<file path="src/rtl/addsub_scheduler_pkg.sv">
// Shared constants for the add/sub scheduler: FSM encodings and default datapath width.
package addsub_scheduler_pkg;

   localparam int DEFAULT_N = 16;

   localparam logic [1:0] ST_IDLE = 2'd0;
   localparam logic [1:0] ST_EXEC = 2'd1;
   localparam logic [1:0] ST_RESP = 2'd2;

endpackage

</file>
<file path="src/rtl/addsub_scheduler_dp.sv">
// Combinational N-bit two's-complement add/subtract with signed-overflow detect.
module addsub_dp #(
   parameter int N = 16
) (
   input  logic [N-1:0] a,
   input  logic [N-1:0] b,
   input  logic         sub,
   output logic [N-1:0] s,
   output logic         ovf
);

   logic [N-1:0] b_x;
   logic [N-1:0] low_sum;
   logic [N:0]   full_sum;
   logic         carry_in_msb;
   logic         carry_out_msb;

   assign b_x = b ^ {N{sub}};

   // Low N-1 bits summed separately so bit N-1 of the result is the carry into the MSB.
   assign low_sum  = {1'b0, a[N-2:0]} + {1'b0, b_x[N-2:0]} + {{(N-1){1'b0}}, sub};
   assign full_sum = {1'b0, a} + {1'b0, b_x} + {{N{1'b0}}, sub};

   assign carry_in_msb  = low_sum[N-1];
   assign carry_out_msb = full_sum[N];

   assign s   = full_sum[N-1:0];
   assign ovf = carry_in_msb ^ carry_out_msb;

endmodule

</file>
<file path="src/rtl/addsub_scheduler_rr_arb2.sv">
// Two-input round-robin arbiter; grants only while enabled, prefers the requester
// that did not win last time when both are asking.
module rr_arb2 (
   input  logic [1:0] req,
   input  logic       en,
   input  logic       last_grant,
   output logic [1:0] grant,
   output logic       next_last
);

   always_comb begin
      grant = 2'b00;
      if (en) begin
         if (req == 2'b11) begin
            grant = last_grant ? 2'b01 : 2'b10;
         end else begin
            grant = req;
         end
      end
   end

   // Pointer only moves when somebody actually wins.
   always_comb begin
      next_last = last_grant;
      if (grant[1]) begin
         next_last = 1'b1;
      end else if (grant[0]) begin
         next_last = 1'b0;
      end
   end

endmodule

</file>
<file path="src/rtl/addsub_scheduler.sv">
// Shares one add/sub datapath between two requesters: round-robin grant in IDLE,
// compute in EXEC, hold a registered tagged result in RESP until it is taken.
module addsub_scheduler
   import addsub_scheduler_pkg::*;
#(
   parameter int N = DEFAULT_N
) (
   input  logic         clk,
   input  logic         rst,
   input  logic         req0_valid,
   output logic         req0_ready,
   input  logic [N-1:0] req0_a,
   input  logic [N-1:0] req0_b,
   input  logic         req0_sub,
   input  logic         req1_valid,
   output logic         req1_ready,
   input  logic [N-1:0] req1_a,
   input  logic [N-1:0] req1_b,
   input  logic         req1_sub,
   output logic         resp_valid,
   input  logic         resp_ready,
   output logic         resp_id,
   output logic [N-1:0] resp_s,
   output logic         resp_ovf
);

   // valid/ready: a request transfers on a rising edge where reqK_valid && reqK_ready;
   // the result transfers on an edge where resp_valid && resp_ready. Requesters hold
   // operands stable while waiting; resp_* stay stable while resp_ready is low.

   logic [1:0]   state;
   logic         last_grant;
   logic         next_last;
   logic [1:0]   grant;
   logic         arb_en;
   logic [N-1:0] op_a;
   logic [N-1:0] op_b;
   logic         op_sub;
   logic         op_id;
   logic [N-1:0] dp_s;
   logic         dp_ovf;

   // Gating with rst keeps both readys low while reset is held.
   assign arb_en = (state == ST_IDLE) && !rst;

   rr_arb2 u_arb (
      .req        ({req1_valid, req0_valid}),
      .en         (arb_en),
      .last_grant (last_grant),
      .grant      (grant),
      .next_last  (next_last)
   );

   assign req0_ready = grant[0];
   assign req1_ready = grant[1];

   addsub_dp #(.N(N)) u_dp (
      .a   (op_a),
      .b   (op_b),
      .sub (op_sub),
      .s   (dp_s),
      .ovf (dp_ovf)
   );

   always_ff @(posedge clk or posedge rst) begin
      if (rst) begin
         state      <= ST_IDLE;
         last_grant <= 1'b1;
         op_a       <= '0;
         op_b       <= '0;
         op_sub     <= 1'b0;
         op_id      <= 1'b0;
         resp_valid <= 1'b0;
         resp_id    <= 1'b0;
         resp_s     <= '0;
         resp_ovf   <= 1'b0;
      end else begin
         case (state)
            ST_IDLE: begin
               if (grant != 2'b00) begin
                  op_a       <= grant[1] ? req1_a   : req0_a;
                  op_b       <= grant[1] ? req1_b   : req0_b;
                  op_sub     <= grant[1] ? req1_sub : req0_sub;
                  op_id      <= grant[1];
                  last_grant <= next_last;
                  state      <= ST_EXEC;
               end
            end
            ST_EXEC: begin
               resp_s     <= dp_s;
               resp_ovf   <= dp_ovf;
               resp_id    <= op_id;
               resp_valid <= 1'b1;
               state      <= ST_RESP;
            end
            ST_RESP: begin
               if (resp_ready) begin
                  resp_valid <= 1'b0;
                  state      <= ST_IDLE;
               end
            end
            default: begin
               resp_valid <= 1'b0;
               state      <= ST_IDLE;
            end
         endcase
      end
   end

endmodule

</file>
<file path="config.mk">
export PLATFORM = sky130hd
export DESIGN_NAME = addsub_scheduler
export DESIGN_NICKNAME = d
export VERILOG_FILES = /design/src/rtl/addsub_scheduler_pkg.sv /design/src/rtl/addsub_scheduler_dp.sv /design/src/rtl/addsub_scheduler_rr_arb2.sv /design/src/rtl/addsub_scheduler.sv
export SDC_FILE = /design/constraint.sdc
export NUM_CORES = 1
export LEC_CHECK = 0
export ABC_AREA = 1
export CAP_MARGIN = 15
export CORE_MARGIN = 2
export CORE_UTILIZATION = 35
export CTS_CLUSTER_DIAMETER = 50
export DETAILED_ROUTE_END_ITERATION = 12
export REMOVE_ABC_BUFFERS = 1
export SYNTH_ARGS = -nofsm -noshare
export SYNTH_HDL_FRONTEND = slang
export SYNTH_SLANG_ARGS = --single-unit
</file>
<file path="constraint.sdc">
create_clock -name clk -period 1.85 [get_ports clk]
set_input_delay 0.555 -clock clk [delete_from_list [all_inputs] [get_ports clk]]
set_output_delay 0.555 -clock clk [all_outputs]
set_load 0.02 [all_outputs]
</file>
==> flow_summary.toml, run 1 <==
[run_status]
status = "finished with violations"
violations = "negative setup slack"

[die]
fp.dieW_um = 102
ios = 92
die-area_um2 = 10500
start_util_pct = 36.4
core_area_um2 = 9330
die_h_um = 102
row_count = 35

[global_route]
grt_usage_pct = 16.5
grt_pass1_wl_um = 13900
grt_max_degree = 48
grt_pass1_vias = 3122
grt_overflow = 0
antenna_found_initial = 0

[yosys]
synth.top_cell.area_share_pct = 40.6
ys_top_cells_by_area = "dfrtp_1 41%, nand2_1 18%, a31oi_1 6.1%"
postSynthCellCount = 458
synth_fa_ha_area_share_pct = 6.12
ys_types = 28
synth_top_family_by_area = "simple AND/OR/NAND/NOR gates"
yosys.area_share.simple_pct = 29.1
yosysSeqAreaShare_pct = 41.4
synth-xor-area-share_pct = 5.42
synth_compound_area_share_pct = 11.4
ys_warn_count = 0
avgSynthCellArea_um2 = 7.41
synth_mux_area_share_pct = 0
yosys.area.top_type = "dfrtp_1"
synth.cell_area_um2 = 3390
synth-seq-cells = 56

[sta]
tightest_slew_ns = 0.413
hold_ws_ns = 0.418
finalSetupViolCount = 13
finalClockSkew_ns = 0.0142
finalCritPeriodShare_pct = 112
layout_setup_ws_ns = -0.221
finalHoldViolations = 0
period_minus_slack_ns = 2.07
slew_viol_final = 0
fmax_mhz = 483
slew_headroom_pct = 72.3
grt_setup_unrepaired = "yes"

[cts]
cts_max_path_buffers = 2
htreeDepth = 2
postCtsHoldBufs = 0
insertion_delay_ns = 0.32
clk_root_buffer_cell = "clkbuf_8"
cts_buffers = 5
clock-sinks = 56
cts_tree = "yes"
clk_pin_slew_ns = 0.11

[place]
port_buffers = 91
gp_congestion = 0.871
dp.final_hpwl_um = 6430

[routing]
drtPass1Iterations = 4
drt-total-wl_um = 8700
drcViolationCount = 0
wire_per_inst_um = 12.0
drtIter0Drc = 68
vias_per_cell = 4.59
ant_nets = 0
vias = 3325

[final_layout]
regArea_um2 = 1400
drive_gt1_share_pct = 27.7
n_antenna_cell = 0
multi_input_area_um2 = 2180
final.fill_count = 919
area_growth_pct = 60.4
nNetsFinal = 682

[worst_hold_path]
min_path_type = "in2async"

[critical_path]
required_ns = 2.06
path_class = "reg2reg"
cp-start-kind = "flip-flop"
endpoint_kind = "flip-flop"
path_max_fanout = 6
arrival_ns = 2.28

[run]
drv_cap = 0
[routing by layer]
| metal | vias to the layer above | track usage (%) | routed length, um |
|---|---|---|---|
| met1 | 1514 | 22.1 | 4200 |
| met5 | - | 0 | 0 |
| met2 | 57 | 28.0 | 4110 |
| li1 | 1748 | - | - |
| met3 | 6 | 2.19 | 292 |
| met4 | 0 | 4.92 | 99 |
[logic make-up after synthesis]
group,Yosys count
and+or+nand+nor,246
AOI/OAI and AO/OA,65
DFF,56
buffers and inverters,54
xor gates and xnor gates,21
adders and majority gates,16
[registers in the layout (all words and copies together) (netlist names)]
name and cells:
op_id 1, op_a 16, op_b 16, resp_valid 1
resp_id 1, last_grant 1, resp_ovf 1, op_sub 1
state 2, resp_s 16
[critical path, stage by stage (launching register included)]
cell       delay [ns]
dfrtp_2          0.48
clkbuf_16        0.19
xor2_1           0.16
ha_1             0.38
nand2_1          0.11
o21ai_0          0.31
a21oi_4          0.08
nand2_2          0.08
nand2_1          0.05
nand3_1          0.07
nand2_1          0.07
[cells in the mapped netlist]
cell type / count
buf_4: 3
xnor2_1: 5
inv_1: 35
clkbuf_1: 5
and2_1: 3
clkinv_1: 1
buf_1: 2
nor2_1: 47
nor3_1: 2
a31oi_1: 33
dfstp_2: 1
a21oi_4: 1
buf_2: 7
nand2_1: 166
nand4_1: 2
o21bai_1: 3
dfrtp_1: 55
nand3b_1: 4
xor2_1: 16
fa_1: 1
ha_1: 15
inv_2: 1
nor3_2: 1
nand3_1: 19
a21oi_1: 13
o22ai_1: 1
or2_2: 2
o21ai_0: 14
[cells in the final DEF (no fill, tap or decap), drive strengths merged, types with 3 or more instances in the layout]
master,count
buf,56
nand3,19
a31oi,33
dlygate4sd2,16
a21oi,14
o21bai,3
nand3b,4
o21ai,14
xnor2,5
xor2,16
nor3,3
dfrtp,55
inv,36
ha,15
clkdlybuf4s50,67
nand2,166
clkbuf,7
dlymetal6s2s,5
nor2,47
and2,3
[timing repair]
action	in CTS	in global routing
pin swaps	12	61
endpoints found under the setup margin	65	54
buffers inserted	6	9
cloned	0	2
gates resized for setup	66	92
[stage by stage]
stage	std cells	cell area, um2	TNS, ns	setup slack [ns]	utilization [%]
6_report	725	5440	-1.89	-0.221	58.3
5_1_grt	725	5440	-3.79	-0.335	58.3
4_1_cts	714	4990	-1.59	-0.187	53.5
3_5_place_dp	700	4740	-22.41	-0.811	50.8
3_3_place_gp	700	4740	-21.53	-0.814	50.8
2_1_floorplan	441	3310	-20.21	-0.382	-
[cell type report]
type	count	area share, %
flip-flops and latches	56	25.8
multi-input cells	348	40.1
repair buffers	147	26.9
inverters	37	2.55
clock buffers	5	1.26
well taps	129	2.97
clock inverters	3	0.437
[path summary, 6_finish.rpt]
path                            startpoint         end  slack (ns)  depth (start not counted)
worst max-delay path                op_sub  resp_s[15]       -0.22                         10
worst min-delay path                   rst  resp_valid        0.42                          3
worst max register to register      op_sub  resp_s[15]       -0.22                         10
min in group clk                  resp_ovf    resp_ovf        0.48                          2
worst min register to register    resp_ovf    resp_ovf        0.48                          2
max in group asynchronous              rst      op_sub        0.97                          4
Power of run 1 is left out: the tool's default activity adds up to more than one toggle a clock period on the data nets, which glitch-free logic cannot reach.
==> inputs of run 2 (changes only) <==
--- a/config.mk
+++ b/config.mk
@@ -11,6 +11,7 @@
 export CORE_UTILIZATION = 35
 export CTS_CLUSTER_DIAMETER = 50
 export DETAILED_ROUTE_END_ITERATION = 12
+export GPL_ROUTABILITY_DRIVEN = 0
 export REMOVE_ABC_BUFFERS = 1
 export SYNTH_ARGS = -nofsm -noshare
 export SYNTH_HDL_FRONTEND = slang
==> flow_summary.toml, run 2 (synthesis gave the netlist of run 1 again) <==
[run_status]
status = "finished with violations"
violations = "negative setup slack"

[worst_hold_path]
min_path_type = "in2async"

[critical_path]
path_max_fanout = 7
endpoint_kind = "flip-flop"
crit_chain = "buf_12, xor2_1, ha_1, nand2_2, nor2_4, and2_1, nand2_4, nand2_2, nand2_1, nand3_1, nand2_1"
arrival_ns = 2.34
required_ns = 2.06
cpPeakStageDelay_ns = 0.47
crit_path_top_delay_cell = "dfrtp_2"
rr_worst_depth = 11
cp-start-kind = "flip-flop"
rrSetupSlack_ns = -0.29
path_class = "reg2reg"
reg2reg_from = "op_sub"
r2r-end = "resp_ovf"

[cts]
clk_root_buffer_cell = "clkbuf_8"
clk_pin_slew_ns = 0.11
cts_buffers = 5
cts_tree = "yes"
clock-sinks = 56
cts_max_path_buffers = 2
postCtsHoldBufs = 0
htreeDepth = 2
insertion_delay_ns = 0.32

[routing]
drtIter0Drc = 142
wire_per_inst_um = 12.2
vias = 3364
drtPass1Iterations = 4
vias_per_cell = 4.64
drt-total-wl_um = 8870
ant_nets = 0
drcViolationCount = 0

[sta]
fmax_mhz = 468
finalCritPeriodShare_pct = 115
layout_setup_ws_ns = -0.285
slew_headroom_pct = 74.0
finalHoldViolations = 0
tns_ns = -2.62
grt_setup_unrepaired = "yes"
tightest_slew_ns = 0.387
finalClockSkew_ns = 0.0175
period_minus_slack_ns = 2.14
slew_viol_final = 0
finalSetupViolCount = 15

[final_layout]
final_common_cell = "nand2_1"
drive_gt1_share_pct = 24.3
nNetsFinal = 682
n_antenna_cell = 0
final.fill_count = 855
mostFrequentLayoutCells = "137 x nand2_1, 67 x clkdlybuf4s50_1, 54 x dfrtp_1, 46 x buf_4, 42 x nor2_1"
area_growth_pct = 57.2
top_regs = "op_a (16), op_b (16), resp_s (16)"

[die]
fp.dieW_um = 102
row_count = 35
die_h_um = 102
ios = 92
start_util_pct = 36.4
die-area_um2 = 10500
core_area_um2 = 9330

[global_route]
grt_usage_pct = 16.4
grt_max_degree = 48
grt_overflow = 0
grt_pass1_vias = 3221
grt_pass1_wl_um = 13800
antenna_found_initial = 0

[place]
dp.final_hpwl_um = 6330
port_buffers = 91

[run]
drv_cap = 0
[run 2: cell types whose count changed in the layout (fill, tap and decap cells not counted), moves of 4 or more]
| cell | previous run | this run |
|---|---|---|
| ha_1 | 9 | 13 |
| nor2_1 | 38 | 42 |
| nor2_2 | 8 | 4 |
| nand2_1 | 131 | 137 |
| nand2_2 | 28 | 24 |
[run 2: how the worst max path moves through the flow]
stage | slack [ns] | startpoint | endpoint
after floorplan | -0.38 | rst | op_a[0]
final | -0.29 | op_sub | resp_ovf
after global routing | -0.40 | op_sub | resp_ovf
after global placement | -0.64 | rst | req0_ready
after detailed placement | -0.65 | rst | req0_ready
after CTS | -0.16 | op_sub | resp_s[10]
[run 2: timing repair]
item	CTS	global route
gates cloned	0	1
setup endpoints to repair	56	23
gates resized for setup	47	78
buffers inserted	8	9
pin swaps	8	35
[run 2: per-layer routing]
| layer | vias to the layer above | share of wire, % | track usage, % |
|---|---|---|---|
| met5 | - | 0 | 0 |
| li1 | 1753 | - | - |
| met2 | 71 | 50 | 27.8 |
| met4 | 0 | 1.4 | 4.10 |
| met3 | 11 | 3.5 | 2.87 |
| met1 | 1529 | 46 | 21.8 |
[run 2: layout make-up]
type                       instances  area, um2  area share [%]
inverter                          37        139            2.61
clock buffer                       5       68.8            1.29
multi-input combinational        348       2080            39.0
clock inverter                     3       42.5           0.798
timing repair buffer             147       1440            27.0
tap                              129        161            3.03
sequential                        56       1400            26.3
[run 2: critical path: cells and delay by family (launching register included)]
kind / cells / cell delay (ns)
simple gates: 8 / 0.84
flops: 1 / 0.47
fa+ha+maj: 1 / 0.40
buf+inv: 1 / 0.16
xor+xnor: 1 / 0.16
[run 2: metrics by stage]
step	std cells	utilization (%)	hold slack [ns]	instance area, um2	setup slack (ns)
5_1_grt	725	57.2	0.428	5330	-0.402
2_1_floorplan	441	-	0.502	3310	-0.382
3_5_place_dp	700	50.8	0.468	4740	-0.649
4_1_cts	716	53.4	0.411	4980	-0.158
6_report	725	57.2	0.400	5330	-0.285
3_3_place_gp	700	50.8	0.464	4740	-0.645
Power of run 2 is left out for the same reason.
==> inputs of run 3 (changes only) <==
--- a/config.mk
+++ b/config.mk
@@ -12,6 +12,7 @@
 export CTS_CLUSTER_DIAMETER = 50
 export DETAILED_ROUTE_END_ITERATION = 12
 export GPL_ROUTABILITY_DRIVEN = 0
+export RECOVER_POWER = 50
 export REMOVE_ABC_BUFFERS = 1
 export SYNTH_ARGS = -nofsm -noshare
 export SYNTH_HDL_FRONTEND = slang
==> flow_summary.toml, run 3 (synthesis gave the netlist of run 1 again) <==
[final_layout]
fin_util_pct = 56.8
n_antenna_cell = 0
drive_gt1_share_pct = 24.2
area_growth_pct = 56.3
multi_input_area_um2 = 2080
mostFrequentLayoutCells = "137 x nand2_1, 66 x clkdlybuf4s50_1, 54 x dfrtp_1, 45 x buf_4, 42 x nor2_1"
final_common_cell = "nand2_1"
top_regs = "op_a (16), op_b (16), resp_s (16)"
regArea_um2 = 1400
nNetsFinal = 682
final.fill_count = 859

[worst_hold_path]
hp-start = "resp_s[15]"
min_path_type = "reg2reg"

[global_route]
grt_max_degree = 48
grt_pass1_vias = 3221
antenna_found_initial = 0
grt_usage_pct = 16.4
grt_overflow = 0
grt_pass1_wl_um = 13800

[run_status]
violations = "negative setup slack"
status = "finished with violations"

[sta]
tightest_slew_ns = 0.627
slew_headroom_pct = 58.2
finalHoldViolations = 0
period_minus_slack_ns = 2.14
fmax_mhz = 468
tns_ns = -2.74
finalCritPeriodShare_pct = 116
finalSetupViolCount = 15
layout_setup_ws_ns = -0.287
slew_viol_final = 0
grt_setup_unrepaired = "yes"
finalClockSkew_ns = 0.0177

[die]
core_area_um2 = 9330
row_count = 35
start_util_pct = 36.4
die-area_um2 = 10500
ios = 92
fp.dieW_um = 102
die_h_um = 102

[routing]
vias = 3362
drtPass1Iterations = 4
wire_per_inst_um = 12.2
drtIter0Drc = 146
drt-total-wl_um = 8880
ant_nets = 0
vias_per_cell = 4.64
drcViolationCount = 0

[cts]
clk_root_buffer_cell = "clkbuf_8"
cts_buffers = 5
cts_tree = "yes"
clk_pin_slew_ns = 0.10
postCtsHoldBufs = 0
cts_max_path_buffers = 2
htreeDepth = 2
clock-sinks = 56
insertion_delay_ns = 0.32

[critical_path]
crit_path_top_delay_cell = "dfrtp_2"
path_class = "reg2reg"
required_ns = 2.06
path_max_fanout = 7
reg2reg_from = "op_sub"
startpoint = "op_sub"
rrSetupSlack_ns = -0.29
cp-start-kind = "flip-flop"
arrival_ns = 2.34
crit_chain = "buf_12, xor2_1, ha_1, nand2_2, nor2_4, and2_1, nand2_4, nand2_2, nand2_1, nand3_1, nand2_1"
cpPeakStageDelay_ns = 0.47
endpoint_kind = "flip-flop"

[place]
dp.final_hpwl_um = 6330
port_buffers = 91

[run]
drv_cap = 0
## run 3: final cells by class
type,instances,share of cell area [%]
Clock buffer,5,1.30
Multi-Input combinational cell,348,39.2
Sequential cell,56,26.5
Tap cell,129,3.04
Timing Repair Buffer,147,26.6
Inverter,37,2.62
Clock inverter,3,0.802
## run 3: worst max-delay path, delay by kind of cell, from the launching register on
kind / cells / cell delay [ns]
DFF: 1 / 0.47
and+or+nand+nor: 8 / 0.84
adders and majority gates: 1 / 0.40
buffers and inverters: 1 / 0.16
xor gates and xnor gates: 1 / 0.16
## run 3: per-stage QoR
stage               instances  setup slack (ns)  cell area (um2)  hold slack (ns)
finish                    725            -0.287             5300            0.475
global route              725            -0.402             5300            0.516
CTS                       716            -0.158             4980            0.411
detailed placement        700            -0.649             4740            0.468
global placement          700            -0.645             4740            0.464
floorplan                 441            -0.382             3310            0.502
## run 3: layer usage
layer / wire, um / vias to the layer above / global-route usage, %
met5: 0 / - / 0
met4: 128 / 0 / 4.10
met3: 323 / 11 / 2.87
met2: 4390 / 73 / 27.8
met1: 4030 / 1525 / 21.8
li1: - / 1753 / -
## run 3: path summary, 6_finish.rpt
kind / end / depth (start not counted)
worst min register to register: resp_s[15] / 2
worst max-delay path: resp_ovf / 11
max in group asynchronous: op_sub / 4
min in group asynchronous: resp_valid / 3
worst max register to register: resp_ovf / 11
worst min-delay path: resp_s[15] / 2
## run 3: repair_timing
| action | 4_1_cts | 5_1_grt |
|---|---|---|
| cloned | 0 | 1 |
| pin swaps | 8 | 35 |
| endpoints found under the hold margin | 0 | 0 |
| setup endpoints to repair | 56 | 23 |
| resized for setup | 47 | 78 |
| setup buffers | 8 | 9 |
Power of run 3 is left out for the same reason.
==> edit 1, RTL diff (settings of run 3) <==
Make the reset (`rst`) synchronous in one clocked block.
--- a/src/rtl/addsub_scheduler.sv
+++ b/src/rtl/addsub_scheduler.sv
@@ -63,5 +63,5 @@
    );
 
-   always_ff @(posedge clk or posedge rst) begin
+   always_ff @(posedge clk) begin
       if (rst) begin
          state      <= ST_IDLE;
Check against the original RTL: differs if rst is asserted again (counterexample within 4 cycles, from zero or initial values and one cycle with rst high); with rst held inactive, the same outputs for 10 cycles.
==> edit 1 against run 3 <==
The flow still finishes with violations (negative setup slack). Area after synthesis grew 2.4%. Routed wire length fell by 1.2%. Hold slack gained 0.018 ns. Highest routed layer unchanged. Design area is 4.0% lower. Setup slack better by 0.18 ns. Count of clock-buffer cells in the layout up 2. Largest cell class unchanged. Sequential cell count did not move. Synthesized cell count is 15% higher.
Power is left out: it rests on default switching activity, and per cell area and clock period it moved more than threefold.
==> edit 1: results (changes against run 3) <==
- Pre-CTS setup slack: -0.738 ns (-0.0885 ns)
- Slew margin rel.: 0.509 (-0.0726)
- Top FF cell, synth: dfxtp_1
- Hpwl dp: 6.59 mm (+4.2%)
- Most frequent cells after synthesis: nand2_1, inv_1, dfxtp_1
- Crit-path slowest cell: dfxtp_2
- CP endpoint: resp_ovf
- Met3 Usage GRT: 0.0245 (-0.00418)
- Share of layout cells above drive strength 1: 0.226 (-0.0157)
- Worst setup margin: -0.106 ns (+0.181 ns)
- Nets: 741 (+8.7%)
- Critical path startpoint: op_sub
- Sequential share of the synthesized area: 0.323 (-0.0909)
- Cell Count Post-Placement: 772 (+10%)
- Vias: 3513 (+4.5%)
- Crit Path Max Fanout: 13 (+6)
- Cells on worst reg2reg path: 14 (+3)
- First-pass GRT wire length: 15.0 mm (+8.2%)
- Setup TNS: -0.441 ns (+2.30 ns)
- GRT met2 Usage: 0.283 (+0.00582)
- Fill count: 982 (+14%)
- Failing checks: negative setup slack
- Largest net degree at the start of global routing: 45 (-6.3%)
- Clock skew: 0.00792 ns (-0.00979 ns)
- Number of global-route vias before repair: 3395 (+5.4%)
- Asr flop ratio synth: 0 (-1.00)
- DRT iter0 DRCs: 106 (-27%)
- Routed WL: 8.77 mm (-1.2%)
- GRT met1 Usage: 0.217 (-0.000659)
- Reg area: 1120 µm² (-20%)
- Netlist cell types: 27 (-3.6%)
- Avg Inst Size Synth: 6.62 µm² (-11%)
- Synth area leaders: dfxtp_1, nand2_1, nand3_1
- Status: finished, violations left
- Fin cells: 788 (+8.7%)
- Crit path largest cell delay: 0.35 ns (-0.12 ns)
- # setup viols final: 7 (-8)
- Cell Area, Placed: 4800 µm² (+1.3%)
- Initial antenna violation count: 0 (unchanged)
[edit 1: changes by cell type after synthesis, sizes merged, moves of 8 or more]
cell    change
nand2      -19
dfxtp      +56
nand3      +36
inv        +50
nor2        -8
dfrtp      -55
o211ai     +35
a31oi      -33
[edit 1: what timing repair did]
item	4_1_cts	5_1_grt
resized for setup	40	55
pin swaps	15	16
endpoints found under the setup margin	19	28
cloned	0	0
buffers inserted	4	4
[edit 1: layout make-up]
class                      count  share of cell area
sequential                    56               0.220
clock buffer                   7              0.0170
timing repair buffer         146               0.254
clock inverter                 1             0.00147
multi-input combinational    358               0.410
tap                          133              0.0327
inverter                      87              0.0644
[edit 1: logic make-up after synthesis]
kind of cell	Yosys count	share of synthesized area
AOI/OAI and AO/OA	70	0.127
xor gates and xnor gates	22	0.0555
adders and majority gates	16	0.0598
buffers and inverters	111	0.134
DFF	56	0.323
and+or+nand+nor	250	0.300
[edit 1: critical path: cells and delay by family (launching register included)]
kind	cells	cell delay [ns]
XOR/XNOR	1	0.15
adder cells (fa/ha/maj)	1	0.32
AO/OA/AOI/OAI	1	0.16
buffers and inverters	4	0.35
AND/OR/NAND/NOR	7	0.53
flip-flops	1	0.35
[edit 1: worst min-delay path by stage]
| stage | endpoint | from | cells after the start | slack (ns) |
|---|---|---|---|---|
| 5_1_grt | op_id | op_id | 2 | 0.53 |
| 6_report | op_id | op_id | 2 | 0.49 |
| 2_1_floorplan | op_id | op_id | 2 | 0.45 |
| 3_3_place_gp | op_id | op_id | 2 | 0.47 |
| 3_5_place_dp | op_id | op_id | 2 | 0.48 |
| 4_1_cts | op_id | op_id | 2 | 0.49 |
[edit 1: per-layer routing]
metal	share of wire	routed length [µm]
met1	0.49	4310
met2	0.47	4150
met3	0.028	242
met4	0.0079	69
met5	0	0
==> edit 2, RTL diff (settings of run 3) <==
Made on the original files. `DEFAULT_N`: 16 -> 24.
--- a/src/rtl/addsub_scheduler_pkg.sv
+++ b/src/rtl/addsub_scheduler_pkg.sv
@@ -2,5 +2,5 @@
 package addsub_scheduler_pkg;
 
-   localparam int DEFAULT_N = 16;
+   localparam int DEFAULT_N = 24;
 
    localparam logic [1:0] ST_IDLE = 2'd0;
Interface: changed (5 resized); port bits go from 92 to 132. The function was not compared with the original's and may differ.
==> edit 2 against run 3 <==
The run still ends with negative setup slack left. Die area is 54% higher. Fmax down 4.6%. Synthesized cell count up 68%. Sequential cell count up 24. Non-clock buffer count is 98 higher. Hold slack got worse by 0.0063 ns. Setup slack worse by 0.10 ns. Design area is 60% higher. Global-route usage increased by 1.7 points. Area after synthesis is 56% higher. Routed wire length is 73% higher. Count of clock-buffer cells in the layout is 7 higher.
Power is left out: the tool's default activity adds up to more than one toggle a clock period on the data nets, which glitch-free logic cannot reach.
==> edit 2: results (changes against run 3) <==
- Status: finished, violations left
- Failing checks: negative setup slack
- Post-CTS setup buffer count: 9 (+1)
- Worst skew pair latency: 0.34 ns (+0.02 ns)
- Vias: 5540 (+65%)
- Pre-CTS setup slack: -0.751 ns (-0.101 ns)
- Hold_sp: resp_s[16]
- P&R area growth vs syn: 59.8%
- Clock skew: 0.00784 ns (-0.00987 ns)
- Routed met2 length: 7.35 mm (+67%)
- Largest net degree at the start of global routing: 52 (+8.3%)
- Hpwl dp: 10.7 mm (+68%)
- IO buf count: 131 (+44%)
- Min-Delay Endpoint: resp_s[16]
- # setup viols final: 31 (+16)
- Worst Max-Slew Pin Slew: 1.11 ns (+0.484 ns)
- Nets: 1126 (+65%)
- Crit Path Max Fanout: 11 (+4)
- Clk tree area frac: 0.0391 (+0.0181)
- CTS root buf: clkbuf_16
- Synth area leaders: dfrtp_1, nand2_1, inv_1
- Netlist cell types: 31 (+11%)
- Non-clk buf share: 0.281 (+0.0151)
- Cells after Synth: 771 (+68%)
- Worst setup margin: -0.390 ns (-0.103 ns)
edit 2: cell count changes in the layout (fill, tap and decap cells not counted), sizes merged, moves of 24 or more:
cell           delta
inv              +52
dfrtp            +24
buf              +52
nor2             +41
nand2           +127
clkdlybuf4s50    +33
edit 2: logic make-up (layout without fill, tap and decap cells):
family | Yosys count | after routing | synth area share
flip-flops | 80 | 80 | 0.378
AND/OR/NAND/NOR | 430 | 430 | 0.323
adder cells (fa/ha/maj) | 25 | 25 | 0.0604
buffers and inverters | 118 | 350 | 0.0910
AO/OA/AOI/OAI | 86 | 86 | 0.0950
XOR/XNOR | 32 | 32 | 0.0528
edit 2: metal layers:
layer | global-route usage | vias up
li1 | - | 2892
met1 | 0.248 | 2530
met2 | 0.296 | 102
met3 | 0.0264 | 16
met4 | 0.0595 | 0
met5 | 0 | -
